==> config.mk <==
export PLATFORM = sky130hd
export DESIGN_NAME = rs_dec_syndrome_calc_param
export DESIGN_NICKNAME = d
export VERILOG_FILES = /design/src/rtl/rs_dec_syndrome_calc_param.sv
export SDC_FILE = /design/constraint.sdc
export NUM_CORES = 1
export LEC_CHECK = 0
export ABC_AREA = 1
export BUFFER_PORTS_ARGS = -buffer_cell sky130_fd_sc_hd__clkbuf_2
export CORE_MARGIN = 2
export CORE_UTILIZATION = 64
export CTS_BUF_LIST = sky130_fd_sc_hd__clkbuf_8
export DETAILED_ROUTE_END_ITERATION = 10
export PLACE_DENSITY = 0.9
export SKIP_LAST_GASP = 1
export SLEW_MARGIN = 20
export SYNTH_ARGS = -nofsm -noshare
export SYNTH_HDL_FRONTEND = slang
export SYNTH_SLANG_ARGS = --single-unit
export TNS_END_PERCENT = 30
==> constraint.sdc <==
create_clock -name i_clk -period 6.05 [get_ports i_clk]
set_input_delay 1.21 -clock i_clk [delete_from_list [all_inputs] [get_ports i_clk]]
set_output_delay 1.21 -clock i_clk [all_outputs]
set_load 0.02 [all_outputs]
==> src/rtl/rs_dec_syndrome_calc_param.sv <==
// Parametrised GF(2^8) Reed-Solomon syndrome calculator (serves CIRC C1 and C2).
// Horner-accumulates P_NSYM syndromes per P_N-symbol codeword, one symbol per strobe toggle.
module rs_dec_syndrome_calc_param #(
  parameter int          P_N         = 32,
  parameter int          P_NSYM      = 4,
  parameter int          P_FCR       = 0,
  parameter logic [8:0]  P_POLY      = 9'h11D,
  parameter bit          P_NEED_SYNC = 1'b1
) (
  input  logic                  i_clk,
  input  logic                  i_res,
  input  logic                  i_frame_sync,
  input  logic [7:0]            i_data,
  input  logic                  i_data_sync,
  output logic [8*P_NSYM-1:0]   o_syn,
  output logic                  o_valid,
  output logic                  o_err,
  output logic                  o_abort,
  output logic [7:0]            o_cnt
);

  if (P_N < 2 || P_N > 255 || P_NSYM < 1 || P_NSYM > 16 || P_FCR < 0) begin : g_bad_param
    $error("rs_dec_syndrome_calc_param: parameter out of range");
  end

  typedef enum logic {S_WAIT, S_ACC} state_t;

  // Multiplier collapses to fixed XOR trees because b is always an elaboration constant.
  function automatic logic [7:0] gf_mul(input logic [7:0] a, input logic [7:0] b);
    logic [7:0] p;
    logic [7:0] aa;
    p  = '0;
    aa = a;
    for (int unsigned k = 0; k < 8; k++) begin
      if (b[k]) p = p ^ aa;
      aa = {aa[6:0], 1'b0} ^ (aa[7] ? P_POLY[7:0] : 8'h00);
    end
    return p;
  endfunction

  function automatic logic [7:0] gf_pow(input int unsigned e);
    logic [7:0] r;
    r = 8'h01;
    for (int unsigned k = 0; k < e; k++) r = gf_mul(r, 8'h02);
    return r;
  endfunction

  state_t                   state, state_nxt;
  logic [1:0]               r_sync;
  logic                     stb;
  logic [P_NSYM-1:0][7:0]   acc, acc_nxt, syn_q;
  logic [7:0]               cnt;
  logic                     sym_take, word_end;

  assign stb   = r_sync[0] ^ r_sync[1];
  assign o_syn = syn_q;
  assign o_cnt = cnt;

  always_ff @(posedge i_clk or posedge i_res) begin
    if (i_res) state <= P_NEED_SYNC ? S_WAIT : S_ACC;
    else       state <= state_nxt;
  end

  always_comb begin
    state_nxt = state;
    if (state == S_WAIT && i_frame_sync) state_nxt = S_ACC;
  end

  always_comb begin
    sym_take = stb && (state == S_ACC);
    word_end = sym_take && !i_frame_sync && (cnt == 8'(P_N - 1));
  end

  always_comb begin
    acc_nxt = '0;
    for (int unsigned i = 0; i < P_NSYM; i++)
      acc_nxt[i] = gf_mul(acc[i], gf_pow(P_FCR + i)) ^ i_data;
  end

  always_ff @(posedge i_clk or posedge i_res) begin
    if (i_res) begin
      r_sync  <= '0;
      acc     <= '0;
      syn_q   <= '0;
      cnt     <= '0;
      o_valid <= 1'b0;
      o_err   <= 1'b0;
      o_abort <= 1'b0;
    end else begin
      r_sync  <= {r_sync[0], i_data_sync};
      o_valid <= 1'b0;
      o_abort <= 1'b0;
      // Frame sync overrides a word end; a coincident symbol restarts the word as symbol 0.
      if (i_frame_sync) begin
        o_abort <= (cnt != '0);
        if (stb) begin
          acc <= {P_NSYM{i_data}};
          cnt <= 8'd1;
        end else begin
          acc <= '0;
          cnt <= '0;
        end
      end else if (word_end) begin
        syn_q   <= acc_nxt;
        o_err   <= |acc_nxt;
        o_valid <= 1'b1;
        acc     <= '0;
        cnt     <= '0;
      end else if (sym_take) begin
        acc <= acc_nxt;
        cnt <= cnt + 8'd1;
      end
    end
  end

endmodule

Word-level counts from Yosys, hierarchy flattened
Index checks and enable logic that the tools add are counted.
Storage, ports and cells
  flip-flop bits (word level): 78
  input bits: 12
  bits in writable memories: 0
  memory bits (read-only): 0
  bits in latches: 0
  memories: 0
Operators by class
  bitwise operators: 13
  multiplexer cells: 17
  shift operators: 0
  $mul: 0
  reduce and logical (&&, ||, !) cells: 9
  eq/ne operators: 1
  $add $sub $neg: 1
  divide/modulo/power cells: 0
  order comparisons: 0
Operators with widths (count)
  $mux W32: 4
  $xor A8 B5 Y8: 5
  $xor A8 B8 Y8: 5
  $reduce_or A32 Y1: 1
  $mux W5: 6
  $mux W8: 3
  $add A8 B1 Y8 const B: 1
  $eq A8 B5 Y1 const B: 1
  $reduce_bool A8 Y1: 1
  $logic_and A1 B1 Y1: 4
  $mux W1: 4
  $reduce_bool A3 Y1: 1
  $not A1 Y1: 2
  $reduce_and A2 Y1: 1
  $logic_not A1 Y1: 1
  $xor A1 B1 Y1: 1

Depth between registers and ports, before layout
  depth in word-level cells: 10
  gate-level depth with buffers: 11
  gate-level depth less buffers: 10

Worst setup path before layout
No wires, ideal clock.
  kind: input to register
  start: input i_data[3]
  end: register o_err
  slack: 3933 ps
  path buffers: 1
  required time: 5928 ps
  arrival: 1995 ps
  cell stages on the path: 11
  path through: buf_2 > inv_1 > nand2_1 > nand2_1 > nand2_1 > nand2_1 > nand2_1 > nor2_1 > nand2_1 > nor2_1 > a21oi_1
On the way
  cells in the longest elaborated chain, start to end: 2
  elaborated cells on any way between the ends: 5
  those cells by class: 4 x bitwise; 1 x reduce/logical
RTL lines
  start: declaration: line 13  | input logic [7:0] i_data,
  $xor A8 B8 Y8: line 77  | acc_nxt[i] = gf_mul(acc[i], gf_pow(P_FCR + i)) ^ i_data;
  $reduce_or A32 Y1 (*): line 105  | o_err <= |acc_nxt;
  end signal: assignment: line 105
  end: declaration: line 17  | output logic o_err,
Mark *: on every way between the ends. The rest lies on a longest branch, timed or not.
A chain may end at the register's enable or synchronous reset.

Worst setup path after layout
  start: input i_frame_sync
  end: register acc[6] (netlist name)
On the way
  cells in the longest elaborated chain, start to end: 5
  elaborated cells on any way between the ends: 6
  those cells by class: 2 x mux; 4 x reduce/logical
RTL lines
  start: declaration: line 12  | input logic i_frame_sync,
  $logic_not A1 Y1: line 71  | word_end = sym_take && !i_frame_sync && (cnt == 8'(P_N - 1));
  $logic_and A1 B1 Y1 (2 in a row): line 71
  $mux W32: line 103  | end else if (word_end) begin
  $mux W32: line 94  | if (i_frame_sync) begin
  end signal: assignment: line 97  | acc <= {P_NSYM{i_data}};
  end signal: assignment: line 110  | acc <= acc_nxt;
  end: declaration: line 51  | logic [P_NSYM-1:0][7:0] acc, acc_nxt, syn_q;
Several ways; a longest one is shown, not always the timed one.

==> flow_summary.ini <==
[die]
initial_utilization = 0.6498
die_w_um = 83.60
io_pins = 55
num_rows = 29
die_y_um = 83.60
die_area_sq_um = 6989
design.core.area_sq_um = 6241

[grt]
grt_max_degree = 79
overflow = 0
grt_pass1_wl_um = 16290
grt_pass1_vias = 3437
antenna_found_initial = 0
grtUsageTotal = 0.2941

[cts]
postCtsSetupBuffers = 0
cts.clk_slew.worst_paths_ns = 0.08
cts_buffers = 9
max-clock-path-buffers = 2
clk_latency_ns = 0.36
cts_tree = built
root_buffer = clkbuf_8
cts.sinks = 78
h-tree-depth = 3
ctsResizeCount = 0
hold_buffers = 0

[status]
status = finished clean

[cells_and_area]
drive_gt1_frac = 0.1525
layout_commonest_cell = nand2_1
fin_util = 0.7197
nets = 586
mostFrequentLayoutCells = nand2_1 (217), dfrtp_1 (78), clkbuf_2 (54)
area_growth_pct = 10.77
antennaDiodeCount = 0

[sta]
final-setup-viol-count = 0
period_minus_slack_ns = 2.573
fin_crit_sh = 0.4254
finalHoldViolCount = 0
max_slew.worst_pin.slew_ns = 1.003
setup_tns_ns = 0
relSlewSlack = 0.3298
fmax_mhz = 388.6
slew_viol_final = 0
fin_skew_ns = 0.01019
rsz0062_at_grt = no

[worst_setup_path]
cpLargestDelayFamily = simple AND/OR/NAND/NOR gates
cp_cell_sequence = clkbuf_2 -> inv_1 -> nand2_1 -> inv_2 -> a22oi_1
required_ns = 6.31
start_kind = input pin
rr_endpoint = acc[11]$_DFFE_PP0P_
path_class = input pin to register
reg2reg_setup_slack_ns = 3.76
reg2reg_from = o_cnt[0]$_DFFE_PP0P_
cp_max_fo = 31
cp_slowest_cell = nand2_1
endpoint_kind = register
r2r_cells = 10
crit_cells = 5
cp.arrival_ns = 2.83
crit_buf_inv = 3
slowest_delay_ns = 0.75

[logic_synthesis]
ys_seq_elements = 78
syn_nets = 540
synth_area_sq_um = 4055
avgSynthCellArea_sq_um = 7.709
synth_warnings = 0
seq_area_frac_synth = 0.4813
syn_inst = 526
yosysUniqueCellTypes = 28

[hold_path]
holdPathEnd = r_sync[1]$_DFF_PP0_
hold_path_class = register to register
hp-start = r_sync[0]$_DFF_PP0_
min_path_cells = 0

[routing]
vias_per_cell = 5.459
initialDrtViolationCount = 371
drtPass1Iterations = 5
drc = 0
drt_wl_total_um = 9556
dr_total_vias = 3570
ant_nets = 0
routedWlPerCell_um = 14.61

[place]
dp_hpwl_um = 6696
portBuffers = 54
place_congestion = 0.9449

[power]
peakVddDrop_uv = 191.1
leakage_nw = 2.568
power.density_nw_per_um2 = 294.6

[run]
cap_viol_max_count = 0
[synth_stat cells]
cell type  count  share of area
o21ai_0       12          0.015
nor2_1        47          0.044
nor2_2         3         0.0046
a21oi_1       13          0.016
xor2_1        21          0.045
o21ai_2        5          0.011
nor3_1         1         0.0012
nand2_1      217           0.20
buf_4          3         0.0056
nand3_2        1         0.0025
buf_2          9          0.011
or2_2          1         0.0015
nand4_1        1         0.0015
nand2_2        1         0.0015
nand3_1       19          0.023
ha_1           2         0.0062
xnor2_1        5          0.011
o21a_1         2         0.0037
a41oi_1        1         0.0022
nand2_4        1         0.0028
dfrtp_1       78           0.48
inv_1         50          0.046
o22ai_1        3         0.0046
buf_6          7          0.019
clkinv_2       1         0.0012
a22oi_1       18          0.033
clkbuf_1       1        0.00092
inv_2          3         0.0028
[state kept, by name, indices dropped and copies added (netlist names)]
signal   flops
acc         32
o_syn       32
o_cnt        8
r_sync       2
o_abort      1
o_err        1
o_valid      1
state        1
[worst max path at each step]
stage,to,from,slack [ns]
detailed placement,acc[6]$_DFFE_PP0P_,i_frame_sync,3.14
finish,acc[6]$_DFFE_PP0P_,i_frame_sync,3.48
CTS,acc[6]$_DFFE_PP0P_,i_frame_sync,3.51
floorplan,acc[0]$_DFFE_PP0P_,i_res,2.84
global placement,acc[9]$_DFFE_PP0P_,i_frame_sync,3.21
global route,acc[11]$_DFFE_PP0P_,i_frame_sync,3.30
[per-stage QoR]
stage	total power [mW]	hold WS, ns	worst slack (ns)	cells	area [sq um]
final	1.323	0.4031	3.477	654	4492
after global routing	1.395	0.4201	3.298	654	4492
after CTS	1.319	0.4045	3.510	654	4492
after detailed placement	0.9015	0.3868	3.139	638	4279
after global placement	0.8894	0.3817	3.208	638	4279
after floorplan	0.8259	0.3741	2.845	526	4055
[area by class of cell]
cell class                      count  area, sq um
Tap cell                           77        96.34
Multi-Input combinational cell    374         1749
Fill cell                         486         1749
Inverter                           54        203.9
Sequential cell                    78         1952
Clock inverter                      7        88.84
Clock buffer                        9        123.9
Timing Repair Buffer               55        277.8
[power by group]
part / internal (mW) / total [mW] / switching [mW] / leakage [nW]
Clock: 0.230 / 0.424 / 0.194 / 0.113
Sequential: 0.566 / 0.610 / 0.0440 / 1.01
Combinational: 0.0924 / 0.290 / 0.197 / 1.44
[kinds of logic after synthesis]
group / after synthesis / share of synthesized area
buffers and inverters: 74 / 0.08732
flip-flops: 78 / 0.4813
adder cells (fa/ha/maj): 2 / 0.006170
XOR/XNOR: 26 / 0.05616
AO/OA/AOI/OAI: 54 / 0.08547
AND/OR/NAND/NOR: 292 / 0.2836
[worst reg2reg max path, delay by kind of cell, from the launching register on]
| kind | cells | cell delay (ns) |
|---|---|---|
| simple gates | 6 | 0.87 |
| compound gates | 1 | 0.18 |
| flops | 1 | 0.44 |
| fa+ha+maj | 1 | 0.27 |
| buf+inv | 2 | 0.46 |
[per-layer routing]
layer  share of wire  vias to the layer above  global-route usage
li1                -                     1714                   -
met1            0.42                     1669              0.4110
met2            0.48                      162              0.4545
met3           0.074                       25             0.05143
met4           0.026                        0              0.1290
met5               0                        -                   0
(Power assumes the default switching activity.)
